===== config.mk =====
export PLATFORM = sky130hd
export DESIGN_NAME = pri_encoder_irq
export DESIGN_NICKNAME = d
export VERILOG_FILES = /design/src/rtl/pri_encoder_irq.sv
export SDC_FILE = /design/constraint.sdc
export NUM_CORES = 1
export LEC_CHECK = 0
export CAP_MARGIN = 5
export CORE_UTILIZATION = 43
export DETAILED_ROUTE_END_ITERATION = 6
export GPL_TIMING_DRIVEN = 0
export PLACE_DENSITY = 0.77
export SLEW_MARGIN = 20
export SYNTH_ARGS = -nofsm -noshare
export SYNTH_HDL_FRONTEND = slang
export SYNTH_SLANG_ARGS = --single-unit

===== constraint.sdc =====
create_clock -name iClk -period 2 [get_ports iClk]
set_clock_uncertainty 0.15 [all_clocks]
set_input_delay 0.4 -clock iClk [delete_from_list [all_inputs] [get_ports iClk]]
set_output_delay 0.4 -clock iClk [all_outputs]
set_load 0.05 [all_outputs]

===== src/rtl/pri_encoder_irq.sv =====
// Registered N-line priority encoder with request latching and valid/ready output.
// Optional request mask enabled by defining PRI_ENC_MASK_EN.
module pri_encoder_irq #(
    parameter int N    = 8,
    parameter int W    = $clog2(N),
    parameter int EDGE = 0
) (
    input  logic         iClk,
    input  logic         iRst_n,
    input  logic [N-1:0] iData,
    input  logic         iEI,
    input  logic         iReady,
`ifdef PRI_ENC_MASK_EN
    input  logic         iMaskWe,
    input  logic [N-1:0] iMaskData,
`endif
    output logic [W-1:0] oData,
    output logic         oValid,
    output logic         oEO,
    output logic [N-1:0] oPending
);

    logic [N-1:0] pend;
    logic [N-1:0] prev;
    logic [N-1:0] set_vec;
    logic [N-1:0] clr_vec;
    logic [N-1:0] pend_nxt;
    logic [N-1:0] avail;
    logic [N-1:0] vis;
    logic [W-1:0] top_idx;
    logic         xfer;
    logic         free;

    // Ascending scan so the highest set bit wins.
    function automatic logic [W-1:0] top_index(input logic [N-1:0] v);
        logic [W-1:0] idx;
        idx = '0;
        for (int i = 0; i < N; i++) begin
            if (v[i]) idx = W'(i);
        end
        return idx;
    endfunction

`ifdef PRI_ENC_MASK_EN
    logic [N-1:0] mask;

    always_ff @(posedge iClk or negedge iRst_n) begin
        if (!iRst_n) begin
            mask <= '1;
        end else if (iMaskWe) begin
            mask <= iMaskData;
        end
    end

    assign vis = mask;
`else
    assign vis = '1;
`endif

    assign xfer = oValid & iReady;
    assign free = ~oValid | xfer;

    always_comb begin
        set_vec = '0;
        if (!iEI) begin
            set_vec = (EDGE != 0) ? (iData & ~prev) : iData;
        end
    end

    always_comb begin
        clr_vec = '0;
        for (int i = 0; i < N; i++) begin
            clr_vec[i] = xfer && (oData == W'(i));
        end
    end

    // Set wins over clear on the same bit.
    assign pend_nxt = (pend & ~clr_vec) | set_vec;
    assign avail    = pend_nxt & vis;
    assign top_idx  = top_index(avail);

    always_ff @(posedge iClk or negedge iRst_n) begin
        if (!iRst_n) begin
            pend   <= '0;
            prev   <= '0;
            oData  <= '0;
            oValid <= 1'b0;
        end else begin
            pend <= pend_nxt;
            prev <= iData;
            if (free) begin
                oValid <= |avail;
                if (|avail) begin
                    oData <= top_idx;
                end
            end
        end
    end

    assign oEO      = ~iEI & ~|(pend & vis) & ~oValid;
    assign oPending = pend;

endmodule


==> qor.yml <==
num_io_pins: 25
fillCellCount: 130
rsz0062_at_grt: "true"
overflow: 0
yosysWarnings: 0
wl_mm: 1.86
die_height_um: 42.8
yosys.area.top_type_share_pct: 42.0
p_total_mw: 1.02
yosys.area.top_type: "dfrtp_1"
synth_area_leaders: "dfrtp_1, nand2_1, inv_1"
dpl_cell_area_um2: 993
ir_drop_mv: 0.620
clk_pin_slew_ns: 0.08
worstSetupPathType: "flip-flop to output pin"
regArea_um2: 307
rows: 14
hp-class: "input pin to asynchronous set/reset pin"
htreeDepth: 1
vias_per_cell: 6.02
outcome: "complete, no violations"
period_needed_ns: 1.97
cts_max_path_buffers: 2
gp_congestion: 0.855
drv_cap: 0
die_w_um: 42.8
core_um2: 1520
r2r_start: "oData[1]"
grt_pass1_wl_mm: 3.14
ant_nets: 0
ys_types: 41
synth-seq-cells: 12
hold_violations: 0
path_cells: "clkdlybuf4s50_1"
grt_use_total_pct: 23.0
setup_viol: 0
ff2ff_path_depth: 5
num_vias: 728
port_buffers: 24
synth_area_um2: 716
antenna_found_initial: 0
r2r_slack_ns: 0.06
yosys_most_used_dff: "dfrtp_1"
grt_pass1_vias: 738
final-max-slew-violation-count: 0
wl_per_cell_um: 15.4
worstPathRequired_ns: 1.45
arrival_ns: 1.42
nets: 118
synth_commonest_cells: "dfrtp_1, nand2_1, inv_1"
areaGrowthSynthToFinish_pct: 50.2
cts_root_buf: "clkbuf_4"
drtIter0Drc: 17
drcViolationCount: 0
drt_pass1_iterations: 5
critical-path-max-stage-delay_ns: 0.79
dpl.hpwl_mm: 1.36
crit_slowest_cell: "clkdlybuf4s50_1"
antenna_cells: 0
synth.net_count: 84
startpoint_type: "flip-flop"
cts_tree: "built"
synthMostInstantiatedCell: "dfrtp_1"
power_density_nw_per_um2: 945
syn_area_per_cell_um2: 9.94
reg2reg_to: "oData[0]"
max_freq_mhz: 506
drive_above_1_share_pct: 27.6
whs_ns: 0.320
path_buf_inv: 1
crit_fanout: 2
grt_start_max_net_pins: 13
numCtsBuffers: 3
die_area_um2: 1830
endpoint_kind: "output pin"
ys_async_sr_fraction_pct: 100
clk_latency_ns: 0.28
yosysSeqAreaShare_pct: 42.0
slew_headroom_pct: 63.3
synth_edf_count: 0
finalCritPeriodShare_pct: 98.7
cts_sinks: 12
p_leak_nw: 0.433
critPathTopFamily: "buffers and inverters"
multi_input_area_um2: 422
cp.depth: 1
start_util_pct: 47.0
tightest_slew_ns: 0.549
synthCells: 72
fin_area_um2: 1070
cell type report:
cell class / instances / area share [%]
multi-input combinational: 53 / 39.2
buffer: 1 / 0.466
inverter: 6 / 2.10
sequential: 12 / 28.5
tap: 16 / 1.86
clock buffer: 4 / 3.38
timing repair buffer: 29 / 24.4
worst max-delay path by stage:
stage	start	to	slack, ns
after floorplan	oPending[6]	oEO	0.01
after global placement	iEI	oEO	-0.91
after detailed placement	iEI	oEO	-0.88
after CTS	oPending[7]	oEO	-0.002
after global routing	oPending[6]	oEO	-0.05
final	oData[0]	oData[0]	0.03
cell families (layout without fill, tap and decap cells):
| group | count (synthesis) | after routing | synth area share, % |
|---|---|---|---|
| buf+inv | 7 | 40 | 3.85 |
| simple gates | 29 | 29 | 24.0 |
| mux | 3 | 3 | 5.07 |
| compound gates | 21 | 21 | 25.2 |
| flops | 12 | 12 | 42.0 |
what timing repair did:
action	4_1_cts	5_1_grt
setup endpoints to repair	14	3
hold buffers	0	0
buffers inserted	0	5
pin swaps	4	3
gates resized for setup	23	5
routing by layer:
metal	wire length [um]	GRT usage, %	share of wire, %
met3	84	2.55	4.5
met2	960	39.1	52
met1	787	27.7	42
met4	29	13.1	1.6
met5	0	0	0
metrics by stage:
| step | utilization, % | TNS [ns] | instances | setup WS (ns) |
|---|---|---|---|---|
| after floorplan | - | 0 | 72 | 0.0126 |
| after global placement | 65.2 | -2.17 | 112 | -0.911 |
| after detailed placement | 65.2 | -2.18 | 112 | -0.875 |
| after CTS | 67.6 | -0.00195 | 116 | -0.00195 |
| after global routing | 70.5 | -0.121 | 121 | -0.0520 |
| final | 70.5 | 0 | 121 | 0.0255 |
report_power, final:
part | internal, mW | switching, mW | leakage [nW]
logic | 0.193 | 0.291 | 0.301
registers | 0.286 | 0.0452 | 0.111
clock network | 0.111 | 0.0894 | 0.0210
total | 0.590 | 0.426 | 0.433
worst register-to-register path, cell delays in order, from the launching register on:
cell and delay, ns:
dfrtp_2 0.46, and4bb_2 0.35, o221ai_2 0.11, a222oi_1 0.36
o311ai_1 0.13, mux2_4 0.27
registers in the layout, summed over array words and instances (netlist names):
register and count:
oData 3, oPending 8, oValid 1
layout by cell type, fill, tap and decap left out, types with 2 or more instances in the layout:
| cell | synthesis | final |
|---|---|---|
| o221ai_2 | 1 | 2 |
| dlygate4sd2_1 | 0 | 13 |
| nand2_1 | 6 | 6 |
| and2_1 | 2 | 2 |
| clkdlybuf4s50_1 | 0 | 10 |
| nor2_1 | 4 | 3 |
| inv_1 | 5 | 5 |
| buf_4 | 0 | 5 |
| clkbuf_4 | 0 | 3 |
| dfrtp_1 | 12 | 7 |
| nand2b_1 | 3 | 3 |
| a22o_1 | 2 | 2 |
| dfrtp_2 | 0 | 5 |
| nand3_1 | 3 | 3 |
| o21ai_0 | 3 | 3 |
No activity file was read; power rests on OpenSTA's default activity.
